$ cat config.mk
export PLATFORM = sky130hd
export DESIGN_NAME = seq_sub_ctrl
export DESIGN_NICKNAME = d
export VERILOG_FILES = /design/src/rtl/seq_sub_ctrl.sv
export SDC_FILE = /design/constraint.sdc
export NUM_CORES = 1
export LEC_CHECK = 0
export CAP_MARGIN = 20
export CORE_AREA = 5 5 75 77
export CTS_CLUSTER_SIZE = 30
export DETAILED_ROUTE_END_ITERATION = 10
export DIE_AREA = 0 0 80 82
export HOLD_SLACK_MARGIN = 0.02
export PLACE_DENSITY = 0.9
export SYNTH_ARGS = -nofsm -noshare
export SYNTH_HDL_FRONTEND = slang
export SYNTH_SLANG_ARGS = --single-unit
$ cat constraint.sdc
create_clock -name clk -period 4.3 [get_ports clk]
set_input_delay 0.86 -clock clk [delete_from_list [all_inputs] [get_ports clk]]
set_output_delay 0.86 -clock clk [all_outputs]
set_load 0.1 [all_outputs]
$ cat src/rtl/seq_sub_ctrl.sv
// Sequential nibble-serial subtractor: one 4-bit a + ~b + c slice reused LSB-first over NIB cycles.
// Optional macro SUB_SAT_EN clamps an underflowing result to zero on completion.
module seq_sub_ctrl #(
  parameter int NIB = 4
) (
  input  logic             clk,
  input  logic             rst_n,
  input  logic             start,
  input  logic [4*NIB-1:0] a,
  input  logic [4*NIB-1:0] b,
  input  logic             cin,
  output logic [4*NIB-1:0] diff,
  output logic             bout,
  output logic             busy,
  output logic             done
);

  localparam int W     = 4 * NIB;
  localparam int IDX_W = (NIB > 1) ? $clog2(NIB) : 1;

  typedef enum logic [1:0] {
    IDLE = 2'd0,
    RUN  = 2'd1,
    DONE = 2'd2
  } state_e;

  state_e           state_q, state_d;
  logic [IDX_W-1:0] idx_q, idx_d;
  logic             carry_q, carry_d;
  logic [W-1:0]     a_q, a_d;
  logic [W-1:0]     b_q, b_d;
  logic [W-1:0]     diff_q, diff_d;
  logic             bout_q, bout_d;

  logic [IDX_W+1:0] bit_ofs;
  logic [3:0]       a_nib;
  logic [3:0]       b_nib;
  logic [4:0]       nib_sum;
  logic             last_nib;

  // The single shared slice: {c_out, d} = a_nib + ~b_nib + c_in.
  assign bit_ofs  = {idx_q, 2'b00};
  assign a_nib    = a_q[bit_ofs +: 4];
  assign b_nib    = b_q[bit_ofs +: 4];
  assign nib_sum  = {1'b0, a_nib} + {1'b0, ~b_nib} + {4'b0000, carry_q};
  assign last_nib = (idx_q == IDX_W'(NIB - 1));

  // State register
  always_ff @(posedge clk or negedge rst_n) begin
    if (!rst_n) begin
      state_q <= IDLE;
    end else begin
      state_q <= state_d;
    end
  end

  // Next-state logic
  always_comb begin
    state_d = state_q;
    case (state_q)
      IDLE:    if (start) state_d = RUN;
      RUN:     if (last_nib) state_d = DONE;
      DONE:    state_d = IDLE;
      default: state_d = IDLE;
    endcase
  end

  // Output logic
  always_comb begin
    busy = (state_q == RUN);
    done = (state_q == DONE);
  end

  // Datapath next-state
  always_comb begin
    // NOTE: every target gets a hold default first so no path leaves it unassigned (no latch).
    a_d     = a_q;
    b_d     = b_q;
    carry_d = carry_q;
    idx_d   = idx_q;
    diff_d  = diff_q;
    bout_d  = bout_q;
    case (state_q)
      IDLE: begin
        if (start) begin
          a_d     = a;
          b_d     = b;
          carry_d = cin;
          idx_d   = '0;
        end
      end
      RUN: begin
        diff_d[bit_ofs +: 4] = nib_sum[3:0];
        carry_d              = nib_sum[4];
        if (last_nib) begin
          bout_d = nib_sum[4];
`ifdef SUB_SAT_EN
          if (!nib_sum[4]) diff_d = '0;
`endif
        end else begin
          idx_d = idx_q + IDX_W'(1);
        end
      end
      default: ;
    endcase
  end

  always_ff @(posedge clk or negedge rst_n) begin
    if (!rst_n) begin
      a_q     <= '0;
      b_q     <= '0;
      carry_q <= 1'b0;
      idx_q   <= '0;
      diff_q  <= '0;
      bout_q  <= 1'b0;
    end else begin
      a_q     <= a_d;
      b_q     <= b_d;
      carry_q <= carry_d;
      idx_q   <= idx_d;
      diff_q  <= diff_d;
      bout_q  <= bout_d;
    end
  end

  assign diff = diff_q;
  assign bout = bout_q;

endmodule

* Yosys cells after proc, flatten, opt, wreduce, memory -nomap -nowiden
Index checks and enable logic that the tools add are counted.
** Word-level totals
- Register bits after elaboration :: 54
- Input bits :: 36
- Output and inout bits :: 19
- Word-level logic and storage cells :: 38
** Cells by class
- $add $sub $neg :: 4
- Equal/unequal tests :: 6
- Shifts and indexed selects :: 4
- Mux-type cells :: 9
- Bitwise logic cells :: 1
- Reduce and logical (&&, ||, !) cells :: 7
** Operators with widths (number)
- $shiftx A16 B5 Y4 :: 2
- $bwmux W16 :: 1
- $shift A4 B6 Y16 const A :: 1
- $shiftx A4 B6 Y16 :: 1
- $mux W2 :: 4
- $pmux W2 S2 :: 2
- $reduce_and A2 Y1 :: 4
- $neg A4 Y6 :: 1
- $add A4 B4 Y5 :: 1
- $add A5 B1 Y5 :: 1
- $eq A2 B2 Y1 const B :: 2
- $ne A2 B2 Y1 const B :: 2
- $not A4 Y4 :: 1
- $reduce_and A3 Y1 :: 1
- $add A2 B1 Y2 const B :: 1
- $eq A2 B1 Y1 const B :: 1
- $logic_not A2 Y1 :: 1
- $ne A2 B1 Y1 const B :: 1
- $pmux W1 S2 :: 1
- $reduce_bool A2 Y1 :: 1
- $mux W1 :: 1

* Longest topological paths before layout
- Depth after elaboration :: 6
- Depth in mapped cells :: 9
- Depth with buffers taken out :: 8

* Worst setup path before layout
Ideal clock, no wire load.
- Path type :: register to output
- Start point :: register state_q[0]
- End point :: output done
- Arrival :: 1.752 ns
- Required time :: 3.440 ns
- Slack :: 1.688 ns
- Cell stages (with the launch flop) :: 2
- Buffers on the path :: 0
- Cell sequence :: dfrtp_1 nor2b_1
** Between the ends
- Cells in the longest elaborated chain, start to end :: 1
** Ends and longest elaborated chain
- start: declaration :: RTL line 27 : state_e state_q, state_d;
- start signal: assignment :: RTL line 53 : state_q <= state_d;
- $eq A2 B2 Y1 :: RTL line 71 : done = (state_q == DONE);
- end: declaration :: RTL line 15 : output logic done
Every way passes these cells.

* Final worst setup path
- Start point :: register state_q[1]
- End point :: output busy
** Between the ends
- Cells in the longest elaborated chain, start to end :: 1
** Ends and longest elaborated chain
- $eq A2 B1 Y1 :: RTL line 70 : busy = (state_q == RUN);
- end: declaration :: RTL line 14 : output logic busy,
Every way passes these cells.

==> implementation parameters <==
Parameter                              Value

Setup path
  CP Data Required Time    3.44 ns
  Delay-heaviest family, CP    buffers and inverters
  Crit path DAT    2.29 ns
  Critical Path Sink Type    output pin
  Count of cells along the worst register-to-register path    6
  Combined buffer and inverter count along the critical path    2
  Worst reg-to-reg setup slack    1.46 ns
  Delay of the slowest cell on the worst path    1.17 ns
  Number of cells on the critical path    3
  Setup Crit Path Kind    register to output pin
  Largest fanout on the critical path    10
  Chain of cells forming the critical path    nand2b_1 > inv_2 > clkdlybuf4s50_1
  Type of element launching the critical path    register
  Cell at the slowest stage of the critical path    clkdlybuf4s50_1

Logic synthesis
  Post-Syn Instances    176
  Synth Area per Inst    14.2 um2
  Number of flops mapped to enable cells by yosys    0
  Async S/R FF share, synth    1.00
  Distinct cells, synth    30
  Fraction of the yosys area taken by sequential cells    0.541
  Post-synthesis sequential element count    54
  Synth warnings    0
  Net Count, Synth    223
  Mapped Area    2500 um2
  Main flop type after synthesis    dfrtp_1

Placed design
  Routability congestion estimate    0.787
  Half-perimeter wire length of the detailed placement result    3560 um
  Total of buffers placed on input and output ports    54

Routing
  Routed via count divided by cell count    5.17
  Number of DRC violations after detailed routing    0
  Final WL    4610 um
  Routed wire per std cell    15.1 um
  Drt first pass iters    4
  Post-DRT Antenna Nets    0
  Via Count    1577
  Detailed Route Iter0 Violations    86

Clocking
  TritonCTS clock tree    built
  Count of clock tree sinks    54
  Total clock buffers created by CTS    5
  CTS clock-pin slew for the worst setup and hold paths    0.09 ns
  Number of gates resized after cts    0
  Maximum level of the CTS H-tree    2
  Clock latency at the later pin of the worst-skew pair    0.30 ns
  Maximum number of buffers from clock root to sink    2
  Number of buffers added for setup after CTS    0
  Library cell used as clock root buffer    clkbuf_8
  Number of buffers inserted for hold repair after clock tree synthesis    0

Global route
  Initial antenna violation count    0
  Number of global-route vias before repair    1664
  Global-route usage over all layers    0.158
  Total congestion overflow    0
  First-pass GRT wire length    7790 um
  Maximum number of pins on one net before global-route repair    36

Floorplanning
  Count of boundary I/O pins    55
  Core Region    4940 um2
  Die outline height    82 um
  Die Footprint    6560 um2
  Die extent in x    80 um
  Initial standard-cell utilization of the core    0.506
  Placement row count    26

STA
  Minimum period implied by the final worst setup slack    3.15 ns
  Period Utilization, post-route    0.733
  Worst Max-Slew Pin Slew    0.984 ns
  Number of max-slew violations in the final report    0
  Fin Clk Skew    0.00561 ns
  RSZ-0062 raised after global routing    no
  Setup total negative slack    0 ns
  Fmax    317 MHz
  Number of endpoints with negative hold slack in the final report    0
  Max-slew headroom at the worst pin    0.342
  Setup-violating endpoint count in the final report    0

Layout
  Area growth from synthesis to final layout    28.7%
  Layout cells sized above 1    0.230
  Final net count    281
  Antenna Diode Count    0
  Fill cell instance count of the final layout    406

Worst hold path
  Worst min-delay path category    register to register
  Worst Hold Depth    2

Run
  Number of violations of the max-capacitance limit    0

Run status
  Outcome    finished clean
worst reg2reg max path: stages (launching register included):
cell and delay [ns]:
dfrtp_1 0.85, mux4_2 0.61, fa_1 0.39, nand2b_1 0.17
a21oi_1 0.18, xor2_1 0.40, a22o_1 0.20
flip-flops by register name, summed over array words and instances, names as in the netlist:
name	count
idx_q	2
b_q	16
diff	16
a_q	16
bout	1
state_q	2
carry_q	1
synthesized netlist by cell type (all sizes together), types with 2 or more instances:
library cell	instances	area share
and2	2	0.0050
o21ai	4	0.0080
a22o	13	0.046
nor2	6	0.0090
mux4	8	0.072
ha	9	0.045
nand2b	2	0.0050
inv	11	0.017
nand2	10	0.015
dfrtp	54	0.54
a21oi	4	0.0080
xor2	2	0.0070
mux2	33	0.15
fa	2	0.016
buf	4	0.016
metrics by stage:
| stage | setup WS, ns | instance area (um2) | hold WS, ns | utilization | instances |
|---|---|---|---|---|---|
| after global routing | 1.03 | 3220 | 0.522 | 0.651 | 305 |
| final | 1.15 | 3220 | 0.493 | 0.651 | 305 |
| after CTS | 1.13 | 3220 | 0.496 | 0.651 | 305 |
| after floorplan | 1.69 | 2500 | 0.453 | - | 176 |
| after global placement | 1.50 | 3090 | 0.469 | 0.624 | 296 |
| after detailed placement | 1.45 | 3110 | 0.475 | 0.629 | 297 |
cells in the final DEF (no fill, tap or decap), drive strengths merged, types with 2 or more instances in the layout:
cell type      count
dfrtp             54
clkdlybuf4s50     53
mux2              33
a22o              13
inv               11
nand2             10
ha                 9
mux4               8
clkbuf             8
nor2               6
o21ai              4
a21oi              4
buf                3
nand2b             2
and2               2
xor2               2
fa                 2
metal layers:
layer  vias up  GRT usage  share of wire
met1       779      0.204           0.43
met4         0     0.0541          0.015
met5         -          0              0
li1        743          -              -
met3         9     0.0384          0.054
met2        46      0.261           0.50
cell families after synthesis:
| kind of cell | share of synthesized area |
|---|---|
| AOI/OAI and AO/OA | 0.0676 |
| muxes | 0.221 |
| xor gates and xnor gates | 0.0105 |
| and+or+nand+nor | 0.0661 |
| adders and majority gates | 0.0611 |
| buffers and inverters | 0.0335 |
| DFF | 0.541 |
area by class of cell:
type	instances	area [um2]	area share
Sequential cell	54	1350	0.420
Multi-Input combinational cell	106	1060	0.331
Timing Repair Buffer	56	563	0.175
Clock buffer	8	110	0.0342
Tap cell	70	87.6	0.0272
Inverter	11	41.3	0.0128
worst paths after layout:
| kind | from | to |
|---|---|---|
| max in group asynchronous | rst_n | a_q[15] |
| setup reg to reg | idx_q[0] | diff[3] |
| hold reg to reg | diff[2] | diff[2] |
| setup / recovery | state_q[1] | busy |
| min in group asynchronous | rst_n | diff[13] |
| hold / removal | diff[2] | diff[2] |
Power is left out: the tool's default activity adds up to more than one toggle a clock period on the data nets, which glitch-free logic cannot reach.
